<file path="src/rtl/isochronous_ce_fifo.sv">
// Single-clock valid/ready FIFO between two clock-enable timed domains.
// Handshakes are qualified by src_en_i / dst_en_i; storage is registered, so nothing falls through.
module isochronous_ce_fifo #(
    parameter int unsigned DataWidth = 32,
    parameter int unsigned Depth = 4,
    localparam int unsigned UsageWidth = $clog2(Depth + 1)
) (
    input  logic                  clk_i,
    input  logic                  rst_ni,
    input  logic                  flush_i,
    input  logic                  src_en_i,
    input  logic                  src_valid_i,
    output logic                  src_ready_o,
    input  logic [DataWidth-1:0]  src_data_i,
    input  logic                  dst_en_i,
    output logic                  dst_valid_o,
    input  logic                  dst_ready_i,
    output logic [DataWidth-1:0]  dst_data_o,
    output logic [UsageWidth-1:0] usage_o
);

    localparam int unsigned PtrWidth = (Depth > 1) ? $clog2(Depth) : 1;
    localparam logic [PtrWidth-1:0] LastPtr = PtrWidth'(Depth - 1);
    localparam logic [UsageWidth-1:0] FullCount = UsageWidth'(Depth);

    logic [DataWidth-1:0]  mem_q [Depth];
    logic [PtrWidth-1:0]   wr_ptr_q;
    logic [PtrWidth-1:0]   rd_ptr_q;
    logic [UsageWidth-1:0] count_q;
    logic                  push;
    logic                  pop;

    // Depth need not be a power of two, so wrap by explicit compare.
    function automatic logic [PtrWidth-1:0] ptr_inc(input logic [PtrWidth-1:0] ptr);
        return (ptr == LastPtr) ? '0 : ptr + 1'b1;
    endfunction

    // Readiness looks only at registered count: a pop never frees space in the same cycle.
    assign src_ready_o = src_en_i && (count_q != FullCount) && !flush_i;
    assign dst_valid_o = dst_en_i && (count_q != '0) && !flush_i;
    assign push        = src_valid_i && src_ready_o;
    assign pop         = dst_valid_o && dst_ready_i;
    assign dst_data_o  = mem_q[rd_ptr_q];
    assign usage_o     = count_q;

    // NOTE: the payload array is deliberately left out of reset; the count alone says what is valid.
    always_ff @(posedge clk_i) begin
        if (push) begin
            mem_q[wr_ptr_q] <= src_data_i;
        end
    end

    // NOTE: state registers use <= so every update sees the pre-edge values of its neighbours.
    always_ff @(posedge clk_i or negedge rst_ni) begin
        if (!rst_ni) begin
            wr_ptr_q <= '0;
            rd_ptr_q <= '0;
            count_q  <= '0;
        end else if (flush_i) begin
            wr_ptr_q <= '0;
            rd_ptr_q <= '0;
            count_q  <= '0;
        end else begin
            if (push) begin
                wr_ptr_q <= ptr_inc(wr_ptr_q);
            end
            if (pop) begin
                rd_ptr_q <= ptr_inc(rd_ptr_q);
            end
            if (push && !pop) begin
                count_q <= count_q + 1'b1;
            end else if (pop && !push) begin
                count_q <= count_q - 1'b1;
            end
        end
    end

`ifndef SYNTHESIS
`ifndef COMMON_CELLS_ASSERTS_OFF
    logic                 src_hold_q;
    logic                 dst_hold_q;
    logic [DataWidth-1:0] src_hold_data_q;
    logic [DataWidth-1:0] dst_hold_data_q;

    // Remember a stalled offer on each side until that side's next enabled cycle.
    always_ff @(posedge clk_i or negedge rst_ni) begin
        if (!rst_ni) begin
            src_hold_q      <= 1'b0;
            dst_hold_q      <= 1'b0;
            src_hold_data_q <= '0;
            dst_hold_data_q <= '0;
        end else if (flush_i) begin
            src_hold_q <= 1'b0;
            dst_hold_q <= 1'b0;
        end else begin
            if (src_en_i) begin
                src_hold_q      <= src_valid_i && !src_ready_o;
                src_hold_data_q <= src_data_i;
            end
            if (dst_en_i) begin
                dst_hold_q      <= dst_valid_o && !dst_ready_i;
                dst_hold_data_q <= dst_data_o;
            end
        end
    end

    src_stable_a: assert property (@(posedge clk_i) disable iff (!rst_ni)
        (src_hold_q && src_en_i && !flush_i) |-> (src_valid_i && (src_data_i == src_hold_data_q)))
        else $error("source offer withdrawn or changed while stalled");

    dst_stable_a: assert property (@(posedge clk_i) disable iff (!rst_ni)
        (dst_hold_q && dst_en_i && !flush_i) |-> (dst_valid_o && (dst_data_o == dst_hold_data_q)))
        else $error("destination offer withdrawn or changed while stalled");

    if (Depth < 1) begin : g_bad_depth
        $error("Depth must be at least 1");
    end
`endif
`endif

endmodule

</file>
<file path="config.mk">
export PLATFORM = sky130hd
export DESIGN_NAME = isochronous_ce_fifo
export DESIGN_NICKNAME = d
export VERILOG_FILES = /design/src/rtl/isochronous_ce_fifo.sv
export SDC_FILE = /design/constraint.sdc
export NUM_CORES = 1
export LEC_CHECK = 0
export ABC_AREA = 0
export BUFFER_PORTS_ARGS = -buffer_cell sky130_fd_sc_hd__buf_2
export CAP_MARGIN = 20
export CORE_ASPECT_RATIO = 0.5
export CORE_UTILIZATION = 56
export DETAILED_ROUTE_END_ITERATION = 10
export PLACE_DENSITY = 0.79
export REMOVE_ABC_BUFFERS = 1
export SYNTH_ARGS = -nofsm -noshare
export SYNTH_HDL_FRONTEND = slang
export SYNTH_SLANG_ARGS = --single-unit
</file>
<file path="constraint.sdc">
create_clock -name clk_i -period 3.3 [get_ports clk_i]
set_clock_uncertainty 0.2 [all_clocks]
set_input_delay 0.66 -clock clk_i [delete_from_list [all_inputs] [get_ports clk_i]]
set_output_delay 0.66 -clock clk_i [all_outputs]
set_load 0.02 [all_outputs]
</file>
# == After elaboration in Yosys (flattened, before gate mapping) ==
# Memories as Yosys holds them, arrays and structs flattened.
# Index checks and enable logic that the tools add are counted.
# totals
reg_bits,7
inputBits,39
wordCells,37
ramBits,128
n_memories,1
# classes
n_mux,11
reduce_logical,15
addsub,4
eq_ne,3
# memory_table
name,words,word_bits,read_ports,rd_ports_with_merged_regs,write_ports,line,rtl
mem_q,4,32,1,0,1,26,logic [DataWidth-1:0] mem_q [Depth];
# ops
operator,n
$mux W2,6
$mux W3,3
$logic_and A1 B1 Y1,8
$reduce_bool A3 Y1,2
$add A2 B1 Y2 const B,2
$eq A2 B2 Y1 const B,2
$reduce_bool A2 Y1,2
$add A3 B1 Y3 const B,1
$logic_not A1 Y1,3
$ne A3 B3 Y1 const B,1
$sub A3 B1 Y3 const B,1
$mux W1,2

# == Logic depth before layout (Yosys ltp) ==
# Gate-level depths: netlist (run 1).
# depth
ltp_word,9
ltp_mapped,9

# == Worst setup path before layout (run 1) ==
# No wires, ideal clock.
# synth_timing
path_kind,input to register
startpoint,in flush_i
endpoint,mem mem_q[0][0] (enable)
path_slack_ns,0.510
t_arrival_ns,2.198
cell_stages,4
required_ns,2.708
path_buffers,1
path_cell_list,nand2b_1 -> a211oi_2 -> buf_2 -> and2_1
# synth_between
elab_chain_len,5
# synth_lines
element,line,rtl
start: declaration,10,"input logic flush_i,"
$logic_not A1 Y1,39,assign src_ready_o = src_en_i && (count_q != FullCount) && !flush_i;
$logic_and A1 B1 Y1,39,
$logic_and A1 B1 Y1,41,assign push = src_valid_i && src_ready_o;
$mux W1,48,if (push) begin
$mux W1 (implied by the code),49,mem_q[wr_ptr_q] <= src_data_i;
end: declaration,26,
# Every way passes these cells.

# == Final worst setup path (run 1) ==
# layout_timing
startpoint,reg rd_ptr_q[0]
endpoint,out dst_data_o[17]
# layout_between
elab_chain_len,1
# layout_lines
element,line,rtl
start: declaration,28,logic [PtrWidth-1:0] rd_ptr_q;
start signal: assignment,68,rd_ptr_q <= ptr_inc(rd_ptr_q);
$mem_v2 Z4 W32,-,
end: declaration,18,"output logic [DataWidth-1:0] dst_data_o,"
# Every way passes these cells.

==> results of run 1 <==
-- metrics by stage --
step,cell area (um^2),util [%],cells,total power [W],hold slack (ns)
after floorplan,5110,-,215,0.00237,0.164
after global placement,5770,65.3,416,0.00255,0.298
after detailed placement,5770,65.3,416,0.00258,0.305
after CTS,6360,72.1,449,0.00444,0.247
after global routing,6360,72.1,449,0.00454,0.251
final,6360,72.1,449,0.00440,0.259
-- flip-flops by register name, indices dropped and copies added, names as in the netlist --
register  flops
mem_q       128
usage_o       3
rd_ptr_q      2
wr_ptr_q      2
-- kinds of logic after synthesis --
kind of cell               Yosys count  synth area share [%]
DFF                                135                  78.0
muxes                               34                  14.4
and+or+nand+nor                     22                  2.57
buffers and inverters               15                  1.24
AOI/OAI and AO/OA                   11                  1.75
adders and majority gates            6                  1.60
xor gates and xnor gates             2                 0.486
-- per-layer routing --
metal,GRT usage [%],vias up,wire length [um]
li1,-,1127,-
met1,29.7,1360,3960
met2,39.1,114,5320
met3,7.46,10,683
met4,9.16,0,95
met5,0,-,0
-- power by group through the flow --
stage | registers [W] | logic (W) | clock network, W
floorplan | 0.00205 | 0.000327 | 0
global placement | 0.00202 | 0.000534 | 0
detailed placement | 0.00202 | 0.000557 | 0
CTS | 0.00199 | 0.000565 | 0.00188
global route | 0.00200 | 0.000595 | 0.00195
finish | 0.00199 | 0.000557 | 0.00185
-- worst reg2reg max path, delay by kind of cell, from the launching register on --
family	cells	cell delay, ns
AND/OR/NAND/NOR	2	0.53
buffers and inverters	2	0.51
flip-flops	1	0.46
AO/OA/AOI/OAI	1	0.41
-- cell usage after synthesis (all sizes together), types with 2 or more instances --
master | instances | area (um^2)
a21oi | 2 | 10.0
and2 | 4 | 25.0
buf | 6 | 30.0
clkbuf | 4 | 15.0
dfrtp | 7 | 175
edfxtp | 128 | 3840
ha | 5 | 62.6
inv | 5 | 18.8
mux2i | 2 | 20.0
mux4 | 32 | 721
nand2 | 4 | 15.0
nand2b | 2 | 12.5
nor2 | 4 | 15.0
o211ai | 2 | 20.0
o31ai | 2 | 15.0
or2b | 2 | 15.0
xnor2 | 2 | 25.0
-- worst paths after layout --
kind | cells after the start | slack (ns) | to
min reg2reg | 2 | 0.36 | rd_ptr_q[1]
min in group asynchronous | 2 | 0.41 | rd_ptr_q[1]
max in group asynchronous | 2 | 2.31 | rd_ptr_q[0]
max | 3 | 0.25 | dst_data_o[17]
max reg2reg | 5 | 0.89 | mem_q[0][4]
min | 1 | 0.26 | mem_q[3][15]
-- final cells by class --
| cell class | count | area share, % |
|---|---|---|
| sequential | 135 | 63.2 |
| multi-input combinational | 75 | 16.9 |
| timing repair buffer | 85 | 8.10 |
| clock inverter | 14 | 2.48 |
| tap | 117 | 2.30 |
| inverter | 5 | 0.295 |
| clock buffer | 18 | 6.74 |
-- cell usage in the layout, fill, tap and decap left out, drive strengths merged, types with 3 or more instances in the layout --
master	n
edfxtp	128
buf	84
mux4	32
clkbuf	18
clkinv	8
dfrtp	7
inv	6
ha	5
nor2	4
and2	4
nand2	4
bufinv	3
==> reports/metrics.cfg, run 1 <==
[floorplan]
fp.dieH_um = 69.8
coreArea_um2 = 8830
io_pins = 76
dieArea_um2 = 9610
start_util_pct = 58.4
die_x_um = 138
num_rows = 24

[critical_path]
critPathMaxStageDelay_ns = 0.71
crit_path_start = rd_ptr_q[0]
worstPathArrival_ns = 2.19
crit_path_max_fanout = 19
critPathCaptureType = output pin
crit_required_ns = 2.44
crit_path_cell_trace = buf_12 > mux4_2 > buf_2
path_delay_family = flip-flops
startpoint_type = flip-flop
cp_slowest_cell = dfrtp_2
setup.worst_path.class = reg -> out
worstReg2RegStart = usage_o[1]
path_buf_inv = 2

[power]
power_switching_w = 0.00104
internal_power_w = 0.00336
peakVddDrop_mv = 0.611
clkPwrFrac_pct = 42.1
combPwrFrac_pct = 12.7
p_per_area_nw_per_um2 = 692
switching_share_pct = 23.6
leakage_nw = 2.22
power_frac_seq_pct = 45.2

[detailed_routing]
vias_per_cell = 5.82
wl_per_cell_um = 22.4
drc_errors = 0
drt_wl_total_um = 10100
first_pass_iters = 5
via_count = 2611
drtIter0Drc = 253
ant_nets = 0

[sta]
setup-tns-final_ns = 0
layout_min_cycle_time_ns = 3.05
fin_ws_ns = 0.248
tightest_slew_ns = 0.548
final.period_utilization_pct = 92.5
rsz0062_at_grt = false
hold_viol = 0
setup_violations = 0
slew_viol_final = 0
timing.slew.headroom_pct = 63.4
max_freq_mhz = 328

[synth]
yosys_warnings = 0
ys_types = 31
synthesis.area_um2 = 5150
synthCells = 225
avgSynthCellArea_um2 = 22.9
seq_area_frac_synth_pct = 78.0
synthArstFlopShare_pct = 5.19
dominantRegCellSynth = edfxtp_1
ys_seq_elements = 135
synth_edf_count = 128

[final_layout]
nets = 364
multi_input_area_um2 = 1080
synthToLayoutAreaGrowth_pct = 23.5
fill_cells = 526
seq_area_um2 = 4020
drive_gt1_share_pct = 46.4
num_antenna_cells = 0

[hold_path]
hold_class = in -> reg
worstHoldStart = src_data_i[15]

[clock_network]
clk_latency_ns = 0.41
cts_made_buffers = 17
cts_tree = done
ctsHoldBuffers = 1
clock_sinks = 135
clock-root-buffer = clkbuf_16
clockBufferDepth = 2
cts_resized = 0
htreeDepth = 4
clk_pin_slew_ns = 0.06
postCtsSetupBuffers = 0

[global_routing]
grt_use_total_pct = 23.8
grt_max_degree = 34
antenna_found_initial = 0
grt_pass1_wl_um = 15600
grt_pass1_vias = 2780
grt_overflow = 0

[placed_design]
dpl.hpwl_um = 6050
gp_congestion = 0.736
preCtsSetupSlack_ns = 0.471
port_buffers = 75

[run_status]
status = complete, no violations

[run]
drv_cap = 0

(Power assumes the default switching activity.)
==> run 2: changes to the inputs <==
--- a/config.mk
+++ b/config.mk
@@ -11,7 +11,7 @@
 export CORE_ASPECT_RATIO = 0.5
 export CORE_UTILIZATION = 56
 export DETAILED_ROUTE_END_ITERATION = 10
-export PLACE_DENSITY = 0.79
+export PLACE_DENSITY_LB_ADDON = 0.25
 export REMOVE_ABC_BUFFERS = 1
 export SYNTH_ARGS = -nofsm -noshare
 export SYNTH_HDL_FRONTEND = slang
==> reports/metrics.cfg, run 2 (synthesized netlist as in run 1, its figures left out) <==
[floorplan]
fp.dieH_um = 69.8
coreArea_um2 = 8830
io_pins = 76
start_util_pct = 58.4
dieArea_um2 = 9610
num_rows = 24
die_x_um = 138

[final_layout]
nets = 363
final_cell_mix = 128 x edfxtp_1, 75 x buf_2, 32 x mux4_2
fill_cells = 532
final_common_cell = edfxtp_1
num_antenna_cells = 0
drive_gt1_share_pct = 46.5
largest-register = mem_q
largest_reg_flops = 128
postLayoutCoreUtil_pct = 71.7
synthToLayoutAreaGrowth_pct = 22.9

[critical_path]
crit_required_ns = 2.44
critPathMaxStageDelay_ns = 0.58
r2r_slack_ns = 0.93
path_depth = 3
startpoint_type = flip-flop
setup.worst_path.class = reg -> out
worstReg2RegStart = usage_o[2]
crit_path_start = rd_ptr_q[0]
path_delay_family = multiplexers
r2r_cells = 8
cp_slowest_cell = mux4_2
worstPathArrival_ns = 1.89
critPathCaptureType = output pin
crit_path_max_fanout = 17
path_buf_inv = 2
crit_path_cell_trace = buf_4 > mux4_2 > buf_2

[clock_network]
cts_tree = done
htreeDepth = 4
clk_latency_ns = 0.41
cts_made_buffers = 17
cts_resized = 0
clock_sinks = 135
clockBufferDepth = 2
clk_pin_slew_ns = 0.06
clock-root-buffer = clkbuf_16
postCtsSetupBuffers = 0

[run_status]
status = complete, no violations

[sta]
layout_min_cycle_time_ns = 2.75
fin_ws_ns = 0.546
slew_viol_final = 0
setup-tns-final_ns = 0
final.period_utilization_pct = 83.5
setup_violations = 0
timing.slew.headroom_pct = 68.3
hold_viol = 0
max_freq_mhz = 363
rsz0062_at_grt = false
hold_ws_ns = 0.260
tightest_slew_ns = 0.476

[detailed_routing]
first_pass_iters = 4
ant_nets = 0
drc_errors = 0
wl_per_cell_um = 21.8
drtIter0Drc = 131
drt_wl_total_um = 9780
via_count = 2545
vias_per_cell = 5.68

[global_routing]
grt_pass1_vias = 2738
grt_overflow = 0
grtUsageMet3_pct = 7.24
grt_max_degree = 32
grtUsageMet1_pct = 31.4
antenna_found_initial = 0
top_usage_layer = met2
grt_util_met2_pct = 36.4
grt_use_total_pct = 23.2
grt_pass1_wl_um = 15300

[power]
peakVddDrop_mv = 0.458
leakage_nw = 2.19
p_per_area_nw_per_um2 = 685
p_total_w = 0.00434

[placed_design]
dpl.hpwl_um = 5970
preCtsSetupSlack_ns = 0.465
port_buffers = 75
gp_congestion = 0.828

[hold_path]
hold_class = in -> reg
worstHoldStart = src_data_i[7]
hold_path_depth = 1

[run]
drv_cap = 0

run 2: cell types whose count changed in the layout (fill, tap and decap cells not counted):
cell / previous run / this run
clkinvlp_4: 2 / 5
clkinv_2: 3 / 4
clkinv_1: 3 / 2
clkinv_4: 2 / 0
buf_4: 4 / 3
bufinv_16: 3 / 2
run 2: worst paths after layout:
path | to
setup / recovery | dst_data_o[21]
hold / removal | mem_q[2][7]
setup reg to reg | usage_o[2]
hold reg to reg | usage_o[0]
max in group asynchronous | rd_ptr_q[0]
min in group asynchronous | usage_o[0]
run 2: what timing repair did:
item	4_1_cts	5_1_grt
hold endpoints to repair	7	0
hold buffers	1	0
endpoints found under the setup margin	0	0
run 2: cell type report:
cell class | instances | area, um^2 | area share (%)
Clock inverter | 14 | 134 | 2.11
Clock buffer | 18 | 429 | 6.78
Inverter | 5 | 18.8 | 0.296
Tap cell | 117 | 146 | 2.31
Sequential cell | 135 | 4020 | 63.5
Timing Repair Buffer | 84 | 508 | 8.02
Multi-Input combinational cell | 75 | 1080 | 17.0
run 2: power by group:
part           internal [W]  switching (W)  total, W
clock network       0.00110       0.000693   0.00179
logic              0.000257       0.000323  0.000579
registers           0.00193      0.0000364   0.00197
total               0.00329        0.00105   0.00434
run 2: stage by stage:
stage	cells	area, um^2
global placement	415	5760
floorplan	215	5110
detailed placement	415	5760
CTS	448	6330
global route	448	6330
finish	448	6330
run 2: layer usage:
metal  wire, um  share of wire, %  up-vias
met2       4900                50       86
met1       4230                43     1319
met5          0                 0        -
met3        512               5.2       18
li1           -                 -     1122
met4        139               1.4        0
